### src/rtl/gpio_mmio.sv
// Memory-mapped GPIO: synchronised (optionally debounced) switch inputs with sticky rising-edge flags,
// plus an LED output register. Define GPIO_DEBOUNCE_EN to build the per-bit debounce counters.
module gpio_mmio #(
   parameter int IN_W       = 8,
   parameter int OUT_W      = 9,
   parameter int DEB_CYCLES = 500000
) (
   input  logic             clk,
   input  logic             rst,
   input  logic             sel,
   input  logic             we,
   input  logic [3:0]       addr,
   input  logic [31:0]      wdata,
   output logic [31:0]      rdata,
   input  logic [IN_W-1:0]  gpio_i,
   output logic [OUT_W-1:0] gpio_o,
   output logic             irq
);

   typedef enum logic [1:0] {
      REG_OUT    = 2'd0,
      REG_IN     = 2'd1,
      REG_EDGE   = 2'd2,
      REG_TOGGLE = 2'd3
   } reg_e;

   if (DEB_CYCLES < 2) begin : g_deb_range_check
      $error("gpio_mmio: DEB_CYCLES must be at least 2");
   end

   reg_e             reg_sel;
   logic             wr_en;
   logic [OUT_W-1:0] out_q;
   logic [IN_W-1:0]  s1;
   logic [IN_W-1:0]  s2;
   logic [IN_W-1:0]  stable;
   logic [IN_W-1:0]  stable_nxt;
   logic [IN_W-1:0]  rise;
   logic [IN_W-1:0]  w1c;
   logic [IN_W-1:0]  edge_flags;
   logic             unused_bits;

   assign reg_sel     = reg_e'(addr[3:2]);
   assign wr_en       = sel & we;
   // Byte-lane bits of addr and the upper wdata bits carry no meaning here.
   assign unused_bits = ^{addr[1:0], wdata};

   // Two-flop synchroniser for the raw pins.
   always_ff @(posedge clk or posedge rst) begin
      if (rst) begin
         s1 <= '0;
         s2 <= '0;
      end else begin
         // NOTE: non-blocking assignments make s2 take the old s1, giving a true two-stage chain.
         s1 <= gpio_i;
         s2 <= s1;
      end
   end

`ifdef GPIO_DEBOUNCE_EN
   localparam int               CNT_W    = $clog2(DEB_CYCLES);
   localparam logic [CNT_W-1:0] CNT_LAST = CNT_W'(DEB_CYCLES - 1);

   logic [CNT_W-1:0] cnt [IN_W];

   always_comb begin
      stable_nxt = stable;
      for (int i = 0; i < IN_W; i++) begin
         if ((s2[i] != stable[i]) && (cnt[i] == CNT_LAST)) begin
            stable_nxt[i] = s2[i];
         end
      end
   end

   always_ff @(posedge clk or posedge rst) begin
      if (rst) begin
         stable <= '0;
         // NOTE: the counter array is reset explicitly so a reset mid-debounce discards partial counts.
         for (int i = 0; i < IN_W; i++) begin
            cnt[i] <= '0;
         end
      end else begin
         stable <= stable_nxt;
         for (int i = 0; i < IN_W; i++) begin
            if (s2[i] != stable[i]) begin
               cnt[i] <= (cnt[i] == CNT_LAST) ? '0 : cnt[i] + 1'b1;
            end else begin
               cnt[i] <= '0;
            end
         end
      end
   end
`else
   // Without debouncing the second synchroniser stage is the stable value; s1 is its next value.
   assign stable     = s2;
   assign stable_nxt = s1;
`endif

   // A bit rises on the edge where its stable value goes 0 -> 1.
   assign rise = stable_nxt & ~stable;
   assign w1c  = (wr_en && (reg_sel == REG_EDGE)) ? wdata[IN_W-1:0] : '0;

   // Set is OR-ed in after the clear so a simultaneous set wins.
   always_ff @(posedge clk or posedge rst) begin
      if (rst) begin
         edge_flags <= '0;
      end else begin
         edge_flags <= (edge_flags & ~w1c) | rise;
      end
   end

   always_ff @(posedge clk or posedge rst) begin
      if (rst) begin
         out_q <= '0;
      end else if (wr_en) begin
         case (reg_sel)
            REG_OUT:    out_q <= wdata[OUT_W-1:0];
            REG_TOGGLE: out_q <= out_q ^ wdata[OUT_W-1:0];
            default:    out_q <= out_q;
         endcase
      end
   end

   always_comb begin
      // NOTE: default first so every path assigns rdata and no latch is inferred.
      rdata = '0;
      if (sel) begin
         case (reg_sel)
            REG_OUT:    rdata[OUT_W-1:0] = out_q;
            REG_IN:     rdata[IN_W-1:0]  = stable;
            REG_EDGE:   rdata[IN_W-1:0]  = edge_flags;
            default:    rdata            = '0;
         endcase
      end
   end

   assign gpio_o = out_q;
   assign irq    = |edge_flags;

endmodule

### config.mk
export PLATFORM = sky130hd
export DESIGN_NAME = gpio_mmio
export DESIGN_NICKNAME = d
export VERILOG_FILES = /design/src/rtl/gpio_mmio.sv
export SDC_FILE = /design/constraint.sdc
export NUM_CORES = 1
export LEC_CHECK = 0
export ABC_AREA = 0
export CAP_MARGIN = 20
export CORE_UTILIZATION = 40
export CTS_CLUSTER_DIAMETER = 40
export DETAILED_ROUTE_END_ITERATION = 12
export GPL_ROUTABILITY_DRIVEN = 0
export HOLD_SLACK_MARGIN = 0.12
export PLACE_DENSITY_LB_ADDON = 0.3
export SLEW_MARGIN = 20
export SYNTH_ARGS = -nofsm -noshare
export SYNTH_HDL_FRONTEND = slang
export SYNTH_SLANG_ARGS = --single-unit
### constraint.sdc
create_clock -name clk -period 2.2 [get_ports clk]
set_input_delay 0.44 -clock clk [delete_from_list [all_inputs] [get_ports clk]]
set_output_delay 0.44 -clock clk [all_outputs]
set_load 0.01 [all_outputs]
==> flow_results.xml, run 1 <==
<?xml version="1.0" encoding="UTF-8"?>
<metrics>
  <group name="synth">
    <metric name="netlist_area" unit="um^2">1620</metric>
    <metric name="ys_warn_count" unit="">0</metric>
    <metric name="synth.yosys.seq_area_share" unit="%">51.0</metric>
    <metric name="yosys_register_bits" unit="">33</metric>
    <metric name="syn-instance-count" unit="">157</metric>
    <metric name="postSynthAreaPerCell" unit="um^2">10.3</metric>
    <metric name="yosys.cell_types.count" unit="">21</metric>
  </group>
  <group name="critical_path">
    <metric name="arrival" unit="ns">1.71</metric>
    <metric name="critPathMaxStageDelay" unit="ns">0.34</metric>
    <metric name="critPathLaunchType" unit="">input pin</metric>
    <metric name="cell_by_cell_listing_of_the_critical_path" unit="">dlygate4sd2_1 &gt; buf_4 &gt; ha_4 &gt; a222oi_1 &gt; nor2_1 &gt; clkdlybuf4s15_2</metric>
    <metric name="timing.critical_path.required" unit="ns">1.76</metric>
    <metric name="reg2reg_slack" unit="ns">1.39</metric>
    <metric name="slowest_stage" unit="">sky130_fd_sc_hd__a222oi_1</metric>
    <metric name="crit_type" unit="">in -&gt; out</metric>
    <metric name="critical_path.max_fanout" unit="">9</metric>
    <metric name="cp-end-kind" unit="">output pin</metric>
  </group>
  <group name="pwr">
    <metric name="power.internal" unit="mW">1.23</metric>
    <metric name="switchingPower" unit="mW">0.464</metric>
    <metric name="power.ir.vdd_worst" unit="mV">0.419</metric>
    <metric name="share_clk_of_total_power" unit="%">35.1</metric>
    <metric name="comb_power_share" unit="%">21.0</metric>
    <metric name="powerDensity" unit="nW/um^2">791</metric>
    <metric name="power.share.switching" unit="%">27.3</metric>
    <metric name="power.static_leakage" unit="nW">0.978</metric>
    <metric name="seq_power_share" unit="%">43.9</metric>
  </group>
  <group name="place">
    <metric name="dpl-instance-area" unit="um^2">2000</metric>
    <metric name="place_hpwl" unit="um">2520</metric>
    <metric name="preCtsSetupSlack" unit="ns">-0.512</metric>
    <metric name="place.port_buffers" unit="">41</metric>
    <metric name="placed_cells" unit="">245</metric>
  </group>
  <group name="finish">
    <metric name="layout-area-overhead-vs-synth" unit="%">32.7</metric>
    <metric name="finish.net_count" unit="">258</metric>
    <metric name="final_layout_size_suffix_gt1_share" unit="%">14.6</metric>
    <metric name="fillerInstances" unit="">316</metric>
    <metric name="n_antenna_cell" unit="">0</metric>
    <metric name="finish.cell_count_without_fillers" unit="">254</metric>
    <metric name="layout.cell_area.non_filler" unit="um^2">2150</metric>
  </group>
  <group name="grt">
    <metric name="total_congestion_overflow_after_global_routing" unit="">0</metric>
    <metric name="track_usage" unit="%">18.9</metric>
    <metric name="grt_first_pass_wirelength" unit="um">5940</metric>
    <metric name="first_global_vias" unit="">1231</metric>
    <metric name="maximum_number_of_pins_on_one_net_before_global_route_repair" unit="">34</metric>
    <metric name="antenna_violations_before_repair" unit="">0</metric>
  </group>
  <group name="timing">
    <metric name="timing.final.max_slew_violations" unit="">0</metric>
    <metric name="finalSetupViolCount" unit="">0</metric>
    <metric name="worst_slack" unit="ns">0.0491</metric>
    <metric name="fin_crit" unit="ns">2.15</metric>
    <metric name="setup_total_negative_slack" unit="ns">0</metric>
    <metric name="timing.final.crit_share" unit="%">97.8</metric>
    <metric name="max_clock_freq" unit="GHz">0.465</metric>
    <metric name="report.final.hold_viol_count" unit="">0</metric>
    <metric name="worst_clock_skew" unit="ns">0.00592</metric>
    <metric name="rsz0062_at_grt" unit="">true</metric>
  </group>
  <group name="worst_hold_path">
    <metric name="worst_hold_path_type" unit="">reg -&gt; reg</metric>
  </group>
  <group name="route">
    <metric name="drt-wirelength-per-cell" unit="um">14.1</metric>
    <metric name="drc" unit="">0</metric>
    <metric name="drt_first_iter_violations" unit="">125</metric>
    <metric name="via_count" unit="">1301</metric>
    <metric name="totalWireLength" unit="um">3580</metric>
    <metric name="ant_nets" unit="">0</metric>
    <metric name="vias_per_cell" unit="">5.12</metric>
    <metric name="detail_route.first_pass.iterations" unit="">7</metric>
  </group>
  <group name="floorplan">
    <metric name="die_w" unit="um">65.6</metric>
    <metric name="io_pins" unit="">90</metric>
    <metric name="placementRows" unit="">22</metric>
    <metric name="die_area" unit="um^2">4300</metric>
    <metric name="die_height" unit="um">65.6</metric>
    <metric name="start_util" unit="%">42.9</metric>
    <metric name="fp.coreArea" unit="um^2">3770</metric>
  </group>
  <group name="clock_tree">
    <metric name="cts-root-buf" unit="">sky130_fd_sc_hd__clkbuf_8</metric>
    <metric name="cts_inserted_buffers" unit="">5</metric>
    <metric name="insertion_delay" unit="ns">0.28</metric>
    <metric name="numClockSinks" unit="">33</metric>
    <metric name="cts_tree" unit="">built</metric>
    <metric name="cts_hold_buffers" unit="">0</metric>
    <metric name="cts.path.max_buffers" unit="">2</metric>
    <metric name="h_tree_levels" unit="">2</metric>
    <metric name="path_clk_slew" unit="ns">0.06</metric>
  </group>
  <group name="status">
    <metric name="run_status" unit="">finished clean</metric>
  </group>
  <group name="job">
    <metric name="max_cap_viols" unit="">0</metric>
  </group>
</metrics>
## timing repair
item                       in CTS  in global routing
setup endpoints to repair       9                  5
setup buffers                   1                  0
gates resized for setup        30                  4
pin swaps                       9                  3
## logic make-up after synthesis
kind of cell	count (synthesis)	synth area share (%)
flops	33	51.0
simple gates	32	9.20
fa+ha+maj	5	3.87
compound gates	43	18.1
buf+inv	43	17.6
other cells	1	0.232
## cell type report
cell class	instances	area, um^2	area share [%]
Sequential cell	33	826	38.5
Multi-Input combinational cell	103	636	29.6
Timing Repair Buffer	51	464	21.6
Clock buffer	6	82.6	3.85
Tap cell	48	60.1	2.80
Inverter	11	41.3	1.92
Clock inverter	2	37.5	1.75
## synthesized netlist by cell type
cell type / n / share of area [%]
sky130_fd_sc_hd__a21oi_1: 16 / 4.9
sky130_fd_sc_hd__a21oi_2: 2 / 1.1
sky130_fd_sc_hd__a222oi_1: 8 / 4.9
sky130_fd_sc_hd__a22o_1: 8 / 4.3
sky130_fd_sc_hd__and3_1: 2 / 0.77
sky130_fd_sc_hd__and3b_1: 1 / 0.54
sky130_fd_sc_hd__buf_2: 2 / 0.62
sky130_fd_sc_hd__buf_4: 23 / 11
sky130_fd_sc_hd__buf_6: 3 / 2.1
sky130_fd_sc_hd__buf_8: 1 / 0.93
sky130_fd_sc_hd__clkbuf_1: 3 / 0.70
sky130_fd_sc_hd__conb_1: 1 / 0.23
sky130_fd_sc_hd__dfrtp_1: 33 / 51
sky130_fd_sc_hd__ha_1: 5 / 3.9
sky130_fd_sc_hd__inv_1: 11 / 2.6
sky130_fd_sc_hd__nand2_1: 9 / 2.1
sky130_fd_sc_hd__nand2b_1: 1 / 0.39
sky130_fd_sc_hd__nand3_1: 9 / 2.8
sky130_fd_sc_hd__nor2_1: 8 / 1.9
sky130_fd_sc_hd__nor4_1: 2 / 0.77
sky130_fd_sc_hd__o21ai_0: 9 / 2.8
## routing by layer
| metal | track usage [%] | routed length (um) |
|---|---|---|
| met2 | 30.5 | 1730 |
| met3 | 5.73 | 298 |
| met1 | 23.4 | 1500 |
| met4 | 7.88 | 57 |
| met5 | 0 | 0 |
## stage by stage
stage,util (%),power (mW),hold WS (ns)
after detailed placement,52.9,1.11,0.362
final,56.9,1.70,0.373
after global routing,56.9,1.79,0.393
after floorplan,-,0.935,0.355
after CTS,57.1,1.71,0.376
after global placement,52.9,1.10,0.361
## state kept, by name (all words and copies together), names as in the netlist
| signal | flops |
|---|---|
| edge_flags | 8 |
| gpio_o | 9 |
| s1 | 8 |
| s2 | 8 |
## final timing paths
| path | start | end | cells after the start |
|---|---|---|---|
| worst max-delay path | addr[3] | rdata[1] | 6 |
| worst min-delay path | s1[0] | s2[0] | 0 |
| worst max register to register | gpio_o[1] | gpio_o[1] | 3 |
| worst min register to register | s1[0] | s2[0] | 0 |
| max in group asynchronous | rst | s1[1] | 3 |
| min in group asynchronous | rst | s1[3] | 3 |
## critical path, delay by kind of cell
family,cells,cell delay [ns]
AOI/OAI and AO/OA,1,0.34
adders and majority gates,1,0.19
and+or+nand+nor,1,0.09
buffers and inverters,3,0.66
## power groups by stage
stage | Combinational, mW | Clock, mW | Sequential [mW]
2_1_floorplan | 0.176 | 0 | 0.759
3_3_place_gp | 0.346 | 0 | 0.750
3_5_place_dp | 0.356 | 0 | 0.756
4_1_cts | 0.358 | 0.606 | 0.746
5_1_grt | 0.393 | 0.638 | 0.756
6_report | 0.357 | 0.596 | 0.746
## layout by cell type (no fill, tap or decap), types with 2 or more instances in the layout
cell type	Yosys	layout
sky130_fd_sc_hd__conb_1	1	23
sky130_fd_sc_hd__nor2_1	8	8
sky130_fd_sc_hd__clkdlybuf4s15_1	0	3
sky130_fd_sc_hd__o21ai_0	9	9
sky130_fd_sc_hd__buf_4	23	9
sky130_fd_sc_hd__a21oi_1	16	16
sky130_fd_sc_hd__nor4_1	2	2
sky130_fd_sc_hd__clkdlybuf4s50_1	0	30
sky130_fd_sc_hd__dlygate4sd2_1	0	4
sky130_fd_sc_hd__a21oi_2	2	2
sky130_fd_sc_hd__clkbuf_8	0	6
sky130_fd_sc_hd__inv_2	0	2
sky130_fd_sc_hd__nand3_1	9	9
sky130_fd_sc_hd__buf_2	2	2
sky130_fd_sc_hd__clkbuf_2	0	2
sky130_fd_sc_hd__dfrtp_1	33	33
sky130_fd_sc_hd__nand2_1	9	9
sky130_fd_sc_hd__a222oi_1	8	8
sky130_fd_sc_hd__ha_4	0	3
sky130_fd_sc_hd__inv_1	11	9
sky130_fd_sc_hd__a22o_1	8	8
sky130_fd_sc_hd__and3_1	2	2
sky130_fd_sc_hd__ha_1	5	2
No activity file was read; power rests on OpenSTA's default activity.
==> run 2, diff against run 1 <==
--- a/config.mk
+++ b/config.mk
@@ -12,7 +12,7 @@
 export DETAILED_ROUTE_END_ITERATION = 12
 export GPL_ROUTABILITY_DRIVEN = 0
 export HOLD_SLACK_MARGIN = 0.12
-export PLACE_DENSITY_LB_ADDON = 0.3
+export PLACE_DENSITY = 0.83
 export SLEW_MARGIN = 20
 export SYNTH_ARGS = -nofsm -noshare
 export SYNTH_HDL_FRONTEND = slang
==> run 2 against run 1 <==
Compared with the run above: power shrank 8.8%; global-route usage down 0.44 points; clock power fell by 25%; core utilization is 1.1 points lower; count of clock-buffer cells in the layout increased by 1; non-clock buffer count shrank 2; fmax is 0.59% higher; first-iteration DRC count is 29% lower; setup slack better by 0.013 ns; sequential cell count did not move; highest routed layer unchanged.
==> flow_results.xml, run 2 (synthesized netlist as in run 1, its figures left out) <==
<?xml version="1.0" encoding="UTF-8"?>
<metrics>
  <group name="critical_path">
    <metric name="arrival" unit="ns">1.70</metric>
    <metric name="critical_path.max_fanout" unit="">3</metric>
    <metric name="slowest_stage" unit="">sky130_fd_sc_hd__clkdlybuf4s50_1</metric>
    <metric name="crit_type" unit="">in -&gt; out</metric>
    <metric name="cell_by_cell_listing_of_the_critical_path" unit="">clkdlybuf4s50_1 &gt; buf_4 &gt; and3_1 &gt; clkdlybuf4s50_1</metric>
    <metric name="crit_buf_inv" unit="">3</metric>
    <metric name="critPathMostFrequentCell" unit="">sky130_fd_sc_hd__clkdlybuf4s50_1</metric>
    <metric name="cp-end-kind" unit="">output pin</metric>
    <metric name="timing.critical_path.required" unit="ns">1.76</metric>
    <metric name="worst_path_dominant_cell_family" unit="">buffers and inverters</metric>
    <metric name="critPathLaunchType" unit="">input pin</metric>
    <metric name="critPathMaxStageDelay" unit="ns">0.52</metric>
  </group>
  <group name="finish">
    <metric name="layout_common_cells" unit="">sky130_fd_sc_hd__dfrtp_1 (33), sky130_fd_sc_hd__clkdlybuf4s50_1 (31), sky130_fd_sc_hd__conb_1 (23)</metric>
    <metric name="final_layout_size_suffix_gt1_share" unit="%">11.3</metric>
    <metric name="layout-area-overhead-vs-synth" unit="%">30.1</metric>
    <metric name="finish.net_count" unit="">256</metric>
    <metric name="utilization" unit="%">55.8</metric>
    <metric name="fillerInstances" unit="">327</metric>
    <metric name="multi_input_area" unit="um^2">628</metric>
    <metric name="most_frequent_standard_cell_in_the_layout_excluding_fill_and_tap_cells" unit="">sky130_fd_sc_hd__dfrtp_1</metric>
    <metric name="n_antenna_cell" unit="">0</metric>
    <metric name="area.sequential" unit="um^2">826</metric>
    <metric name="largest_register_ff_count" unit="">9</metric>
  </group>
  <group name="clock_tree">
    <metric name="path_clk_slew" unit="ns">0.06</metric>
    <metric name="cts_tree" unit="">built</metric>
    <metric name="h_tree_levels" unit="">2</metric>
    <metric name="cts_hold_buffers" unit="">0</metric>
    <metric name="insertion_delay" unit="ns">0.28</metric>
    <metric name="cts-root-buf" unit="">sky130_fd_sc_hd__clkbuf_8</metric>
    <metric name="numClockSinks" unit="">33</metric>
    <metric name="cts_setup_buffers" unit="">0</metric>
    <metric name="cts_inserted_buffers" unit="">5</metric>
    <metric name="cts.path.max_buffers" unit="">2</metric>
  </group>
  <group name="pwr">
    <metric name="power.static_leakage" unit="nW">0.968</metric>
    <metric name="power.ir.vdd_worst" unit="mV">0.537</metric>
    <metric name="powerDensity" unit="nW/um^2">736</metric>
  </group>
  <group name="floorplan">
    <metric name="die_area" unit="um^2">4300</metric>
    <metric name="start_util" unit="%">42.9</metric>
    <metric name="die_w" unit="um">65.6</metric>
    <metric name="die_height" unit="um">65.6</metric>
    <metric name="io_pins" unit="">90</metric>
    <metric name="fp.coreArea" unit="um^2">3770</metric>
    <metric name="placementRows" unit="">22</metric>
  </group>
  <group name="place">
    <metric name="place.port_buffers" unit="">41</metric>
    <metric name="place_hpwl" unit="um">2450</metric>
  </group>
  <group name="grt">
    <metric name="track_usage" unit="%">18.5</metric>
    <metric name="total_congestion_overflow_after_global_routing" unit="">0</metric>
    <metric name="grt_first_pass_wirelength" unit="um">5710</metric>
    <metric name="first_global_vias" unit="">1191</metric>
    <metric name="antenna_violations_before_repair" unit="">0</metric>
    <metric name="maximum_number_of_pins_on_one_net_before_global_route_repair" unit="">34</metric>
  </group>
  <group name="timing">
    <metric name="worst_clock_skew" unit="ns">0.00251</metric>
    <metric name="max_clock_freq" unit="GHz">0.468</metric>
    <metric name="setup_total_negative_slack" unit="ns">0</metric>
    <metric name="fin_crit" unit="ns">2.14</metric>
    <metric name="rsz0062_at_grt" unit="">false</metric>
    <metric name="timing.final.crit_share" unit="%">97.2</metric>
    <metric name="finalSetupViolCount" unit="">0</metric>
    <metric name="report.final.hold_viol_count" unit="">0</metric>
    <metric name="timing.final.max_slew_violations" unit="">0</metric>
  </group>
  <group name="route">
    <metric name="drc" unit="">0</metric>
    <metric name="detail_route.first_pass.iterations" unit="">4</metric>
    <metric name="drt-wirelength-per-cell" unit="um">14.1</metric>
    <metric name="drt_first_iter_violations" unit="">89</metric>
    <metric name="ant_nets" unit="">0</metric>
    <metric name="vias_per_cell" unit="">5.05</metric>
    <metric name="totalWireLength" unit="um">3550</metric>
    <metric name="via_count" unit="">1268</metric>
  </group>
  <group name="job">
    <metric name="max_cap_viols" unit="">0</metric>
  </group>
  <group name="status">
    <metric name="run_status" unit="">finished clean</metric>
  </group>
  <group name="worst_hold_path">
    <metric name="worst_hold_path_type" unit="">reg -&gt; reg</metric>
  </group>
</metrics>
## run 2: cell types whose count changed in the layout (fill, tap and decap cells not counted), sizes merged
cell           before  now
buf                11    9
bufinv              1    0
dlygate4sd2         4    8
clkdlybuf4s50      30   31
clkdlybuf4s15       4    0
clkinvlp            1    0
## run 2: worst paths after layout
check | depth (start not counted) | end | slack [ns] | from
worst max-delay path | 4 | rdata[8] | 0.06 | sel
worst min-delay path | 0 | s2[4] | 0.38 | s1[4]
worst max register to register | 3 | gpio_o[7] | 1.38 | gpio_o[7]
worst min register to register | 0 | s2[4] | 0.38 | s1[4]
max in group asynchronous | 3 | edge_flags[4] | 1.37 | rst
min in group asynchronous | 3 | s1[0] | 0.54 | rst
## run 2: worst reg2reg max path, cell delays in order, from the launching register on
cell	delay, ns
sky130_fd_sc_hd__dfrtp_1	0.42
sky130_fd_sc_hd__nand3_1	0.08
sky130_fd_sc_hd__o21ai_0	0.08
sky130_fd_sc_hd__a21oi_1	0.17
## run 2: area by class of cell
| cell class | count | share of cell area (%) |
|---|---|---|
| clock buffers | 7 | 4.10 |
| inverters | 11 | 1.96 |
| multi-input cells | 103 | 29.8 |
| flip-flops and latches | 33 | 39.2 |
| well taps | 48 | 2.85 |
| repair buffers | 49 | 22.0 |
## run 2: routing by layer
metal	vias to the layer above	share of wire [%]	routed length (um)	GRT usage, %
met5	-	0	0	0
met4	0	1.5	54	7.34
met3	4	9.4	332	6.94
met2	67	49	1750	29.0
met1	604	40	1410	22.9
li1	593	-	-	-
## run 2: repair_timing
action                     4_1_cts  5_1_grt
gates cloned                     0        0
resized for setup               19        4
pin swaps                        1        3
setup endpoints to repair        9        8
## run 2: metrics by stage
step           cell area, um^2  power [mW]  setup WS, ns  instances  hold slack, ns
2_1_floorplan             1700       0.935         0.498        179           0.355
3_3_place_gp              2000        1.10        -0.548        244           0.364
3_5_place_dp              2000        1.11        -0.578        244           0.366
4_1_cts                   2110        1.56       0.00324        251           0.379
5_1_grt                   2100        1.63        0.0174        251           0.392
6_report                  2100        1.55        0.0617        251           0.375
## run 2: where the power goes
part | internal, mW | switching [mW] | leakage [nW] | total, mW
logic | 0.190 | 0.165 | 0.558 | 0.355
registers | 0.676 | 0.0687 | 0.366 | 0.745
clock network | 0.248 | 0.201 | 0.0443 | 0.449
==> run 3, diff against run 2 <==
--- a/config.mk
+++ b/config.mk
@@ -7,12 +7,12 @@
 export LEC_CHECK = 0
 export ABC_AREA = 0
 export CAP_MARGIN = 20
-export CORE_UTILIZATION = 40
+export CORE_UTILIZATION = 41
 export CTS_CLUSTER_DIAMETER = 40
 export DETAILED_ROUTE_END_ITERATION = 12
 export GPL_ROUTABILITY_DRIVEN = 0
 export HOLD_SLACK_MARGIN = 0.12
-export PLACE_DENSITY = 0.83
+export PLACE_DENSITY = 0.85
 export SLEW_MARGIN = 20
 export SYNTH_ARGS = -nofsm -noshare
 export SYNTH_HDL_FRONTEND = slang
==> run 3 against run 2 <==
Compared with the run above: hold slack improved by 0.0055 ns; sequential power about the same; count of clock-buffer cells in the layout decreased by 1; via count increased by 0.55%; critical path depth increased by 2; critical endpoint is now rdata[6].
==> flow_results.xml, run 3 (synthesized netlist as in run 1, its figures left out) <==
<?xml version="1.0" encoding="UTF-8"?>
<metrics>
  <group name="grt">
    <metric name="groute.layer.met3.usage" unit="%">6.16</metric>
    <metric name="track_usage" unit="%">18.4</metric>
    <metric name="groute.layer.met2.usage" unit="%">29.8</metric>
    <metric name="maximum_number_of_pins_on_one_net_before_global_route_repair" unit="">34</metric>
    <metric name="total_congestion_overflow_after_global_routing" unit="">0</metric>
    <metric name="grt_first_pass_wirelength" unit="um">5670</metric>
    <metric name="grtUsageMet1" unit="%">22.9</metric>
    <metric name="busiest_layer" unit="">met2</metric>
    <metric name="first_global_vias" unit="">1212</metric>
    <metric name="antenna_violations_before_repair" unit="">0</metric>
  </group>
  <group name="worst_hold_path">
    <metric name="min_to" unit="">s2[2]</metric>
    <metric name="hold-path-cell-count" unit="">0</metric>
    <metric name="hp-start" unit="">s1[2]</metric>
    <metric name="worst_hold_path_type" unit="">reg -&gt; reg</metric>
  </group>
  <group name="pwr">
    <metric name="switchingPower" unit="mW">0.445</metric>
    <metric name="share_clk_of_total_power" unit="%">28.5</metric>
    <metric name="power.share.switching" unit="%">29.1</metric>
    <metric name="totalPowerFinal" unit="mW">1.53</metric>
    <metric name="power.static_leakage" unit="nW">0.988</metric>
    <metric name="comb_power_share" unit="%">22.9</metric>
    <metric name="seq_power_share" unit="%">48.7</metric>
    <metric name="power.internal" unit="mW">1.08</metric>
    <metric name="power.ir.vdd_worst" unit="mV">0.467</metric>
    <metric name="powerDensity" unit="nW/um^2">728</metric>
  </group>
  <group name="clock_tree">
    <metric name="cts-root-buf" unit="">sky130_fd_sc_hd__clkbuf_8</metric>
    <metric name="h_tree_levels" unit="">2</metric>
    <metric name="cts_hold_buffers" unit="">0</metric>
    <metric name="path_clk_slew" unit="ns">0.07</metric>
    <metric name="cts_inserted_buffers" unit="">5</metric>
    <metric name="numClockSinks" unit="">33</metric>
    <metric name="cts_setup_buffers" unit="">0</metric>
    <metric name="cts_tree" unit="">built</metric>
    <metric name="insertion_delay" unit="ns">0.28</metric>
    <metric name="cts.path.max_buffers" unit="">2</metric>
  </group>
  <group name="place">
    <metric name="place_hpwl" unit="um">2380</metric>
    <metric name="place.port_buffers" unit="">41</metric>
    <metric name="preCtsSetupSlack" unit="ns">-0.580</metric>
    <metric name="dpl-instance-area" unit="um^2">2000</metric>
  </group>
  <group name="critical_path">
    <metric name="crit_type" unit="">in -&gt; out</metric>
    <metric name="launch_point_of_the_worst_reg_to_reg_path" unit="">gpio_o[8]</metric>
    <metric name="reg2reg_depth" unit="">3</metric>
    <metric name="critPathLaunchType" unit="">input pin</metric>
    <metric name="worst_setup_path_startpoint" unit="">addr[3]</metric>
    <metric name="timing.critical_path.required" unit="ns">1.76</metric>
    <metric name="crit-reg2reg-capture" unit="">gpio_o[8]</metric>
    <metric name="reg2reg_slack" unit="ns">1.40</metric>
    <metric name="critical_path.max_fanout" unit="">9</metric>
    <metric name="cp-end-kind" unit="">output pin</metric>
    <metric name="arrival" unit="ns">1.59</metric>
  </group>
  <group name="route">
    <metric name="vias_per_cell" unit="">5.04</metric>
    <metric name="drt-wirelength-per-cell" unit="um">13.7</metric>
    <metric name="drt_first_iter_violations" unit="">70</metric>
    <metric name="drc" unit="">0</metric>
    <metric name="via_count" unit="">1275</metric>
    <metric name="totalWireLength" unit="um">3460</metric>
    <metric name="ant_nets" unit="">0</metric>
    <metric name="detail_route.first_pass.iterations" unit="">5</metric>
  </group>
  <group name="job">
    <metric name="max_cap_viols" unit="">0</metric>
  </group>
  <group name="timing">
    <metric name="timing.final.crit_share" unit="%">92.1</metric>
    <metric name="finalSetupViolCount" unit="">0</metric>
    <metric name="worst_clock_skew" unit="ns">0.00411</metric>
    <metric name="timing.final.max_slew_violations" unit="">0</metric>
    <metric name="setup_total_negative_slack" unit="ns">0</metric>
    <metric name="fin_crit" unit="ns">2.03</metric>
    <metric name="report.final.hold_viol_count" unit="">0</metric>
    <metric name="rsz0062_at_grt" unit="">false</metric>
    <metric name="max_clock_freq" unit="GHz">0.494</metric>
    <metric name="worst_slack" unit="ns">0.175</metric>
  </group>
  <group name="finish">
    <metric name="final_layout_size_suffix_gt1_share" unit="%">12.2</metric>
    <metric name="most_frequent_standard_cell_in_the_layout_excluding_fill_and_tap_cells" unit="">sky130_fd_sc_hd__dfrtp_1</metric>
    <metric name="layout_common_cells" unit="">sky130_fd_sc_hd__dfrtp_1 (33), sky130_fd_sc_hd__clkdlybuf4s50_1 (30), sky130_fd_sc_hd__conb_1 (23)</metric>
    <metric name="finish.net_count" unit="">257</metric>
    <metric name="n_antenna_cell" unit="">0</metric>
    <metric name="layout.cell_area.non_filler" unit="um^2">2100</metric>
    <metric name="layout-area-overhead-vs-synth" unit="%">29.7</metric>
    <metric name="utilization" unit="%">56.5</metric>
    <metric name="largest_register_ff_count" unit="">9</metric>
  </group>
  <group name="floorplan">
    <metric name="die_height" unit="um">64.8</metric>
    <metric name="fp.coreArea" unit="um^2">3720</metric>
    <metric name="io_pins" unit="">90</metric>
    <metric name="die_area" unit="um^2">4200</metric>
    <metric name="start_util" unit="%">43.5</metric>
    <metric name="placementRows" unit="">22</metric>
    <metric name="die_w" unit="um">64.8</metric>
  </group>
  <group name="status">
    <metric name="run_status" unit="">finished clean</metric>
  </group>
</metrics>
run 3: changes by cell type in the layout (fill, tap and decap cells not counted):
cell                              before  now
sky130_fd_sc_hd__buf_2                 1    0
sky130_fd_sc_hd__clkdlybuf4s50_1      31   30
sky130_fd_sc_hd__dlymetal6s2s_1        0    1
sky130_fd_sc_hd__clkbuf_2              1    2
sky130_fd_sc_hd__buf_4                 7    9
sky130_fd_sc_hd__clkbuf_8              6    5
sky130_fd_sc_hd__clkinv_2              0    2
sky130_fd_sc_hd__buf_12                1    0
run 3: power by group through the flow:
stage	clock [mW]	combinational (mW)	sequential (mW)
after floorplan	0	0.176	0.759
after global placement	0	0.346	0.750
after detailed placement	0	0.353	0.753
after CTS	0.446	0.354	0.742
after global routing	0.483	0.384	0.752
final	0.435	0.350	0.743
run 3: how the worst max path moves through the flow:
| stage | endpoint | slack (ns) | cells after the start |
|---|---|---|---|
| finish | rdata[6] | 0.17 | 6 |
| global route | rdata[6] | 0.06 | 6 |
| CTS | rdata[4] | 0.01 | 6 |
| detailed placement | rdata[4] | -0.58 | 6 |
| global placement | rdata[7] | -0.53 | 6 |
| floorplan | rdata[7] | 0.50 | 5 |
run 3: what timing repair did:
action                                  4_1_cts  5_1_grt
endpoints found under the setup margin        9        9
gates resized for setup                      19        4
pin swaps                                     2        2
hold endpoints to repair                      0        0
run 3: through the flow:
stage	hold WS [ns]	cells
floorplan	0.355	179
global placement	0.361	245
detailed placement	0.372	245
CTS	0.386	253
global route	0.393	253
finish	0.381	253
run 3: critical path: stages:
cell and delay, ns:
sky130_fd_sc_hd__clkbuf_2 0.15, sky130_fd_sc_hd__inv_2 0.08, sky130_fd_sc_hd__ha_4 0.20, sky130_fd_sc_hd__a222oi_1 0.34
sky130_fd_sc_hd__nor2_1 0.08, sky130_fd_sc_hd__dlygate4sd2_1 0.29
run 3: metal layers:
layer  vias up  wire (um)
met5         -          0
met4         0         33
met3         4        242
met2        57       1640
met1       616       1550
li1        598          -
run 3: layout make-up:
type,instances,area (um^2)
fill,349,1620
sequential,33,826
multi-input combinational,103,628
timing repair buffer,50,460
clock buffer,6,72.6
tap,48,60.1
inverter,11,41.3
clock inverter,2,10.0
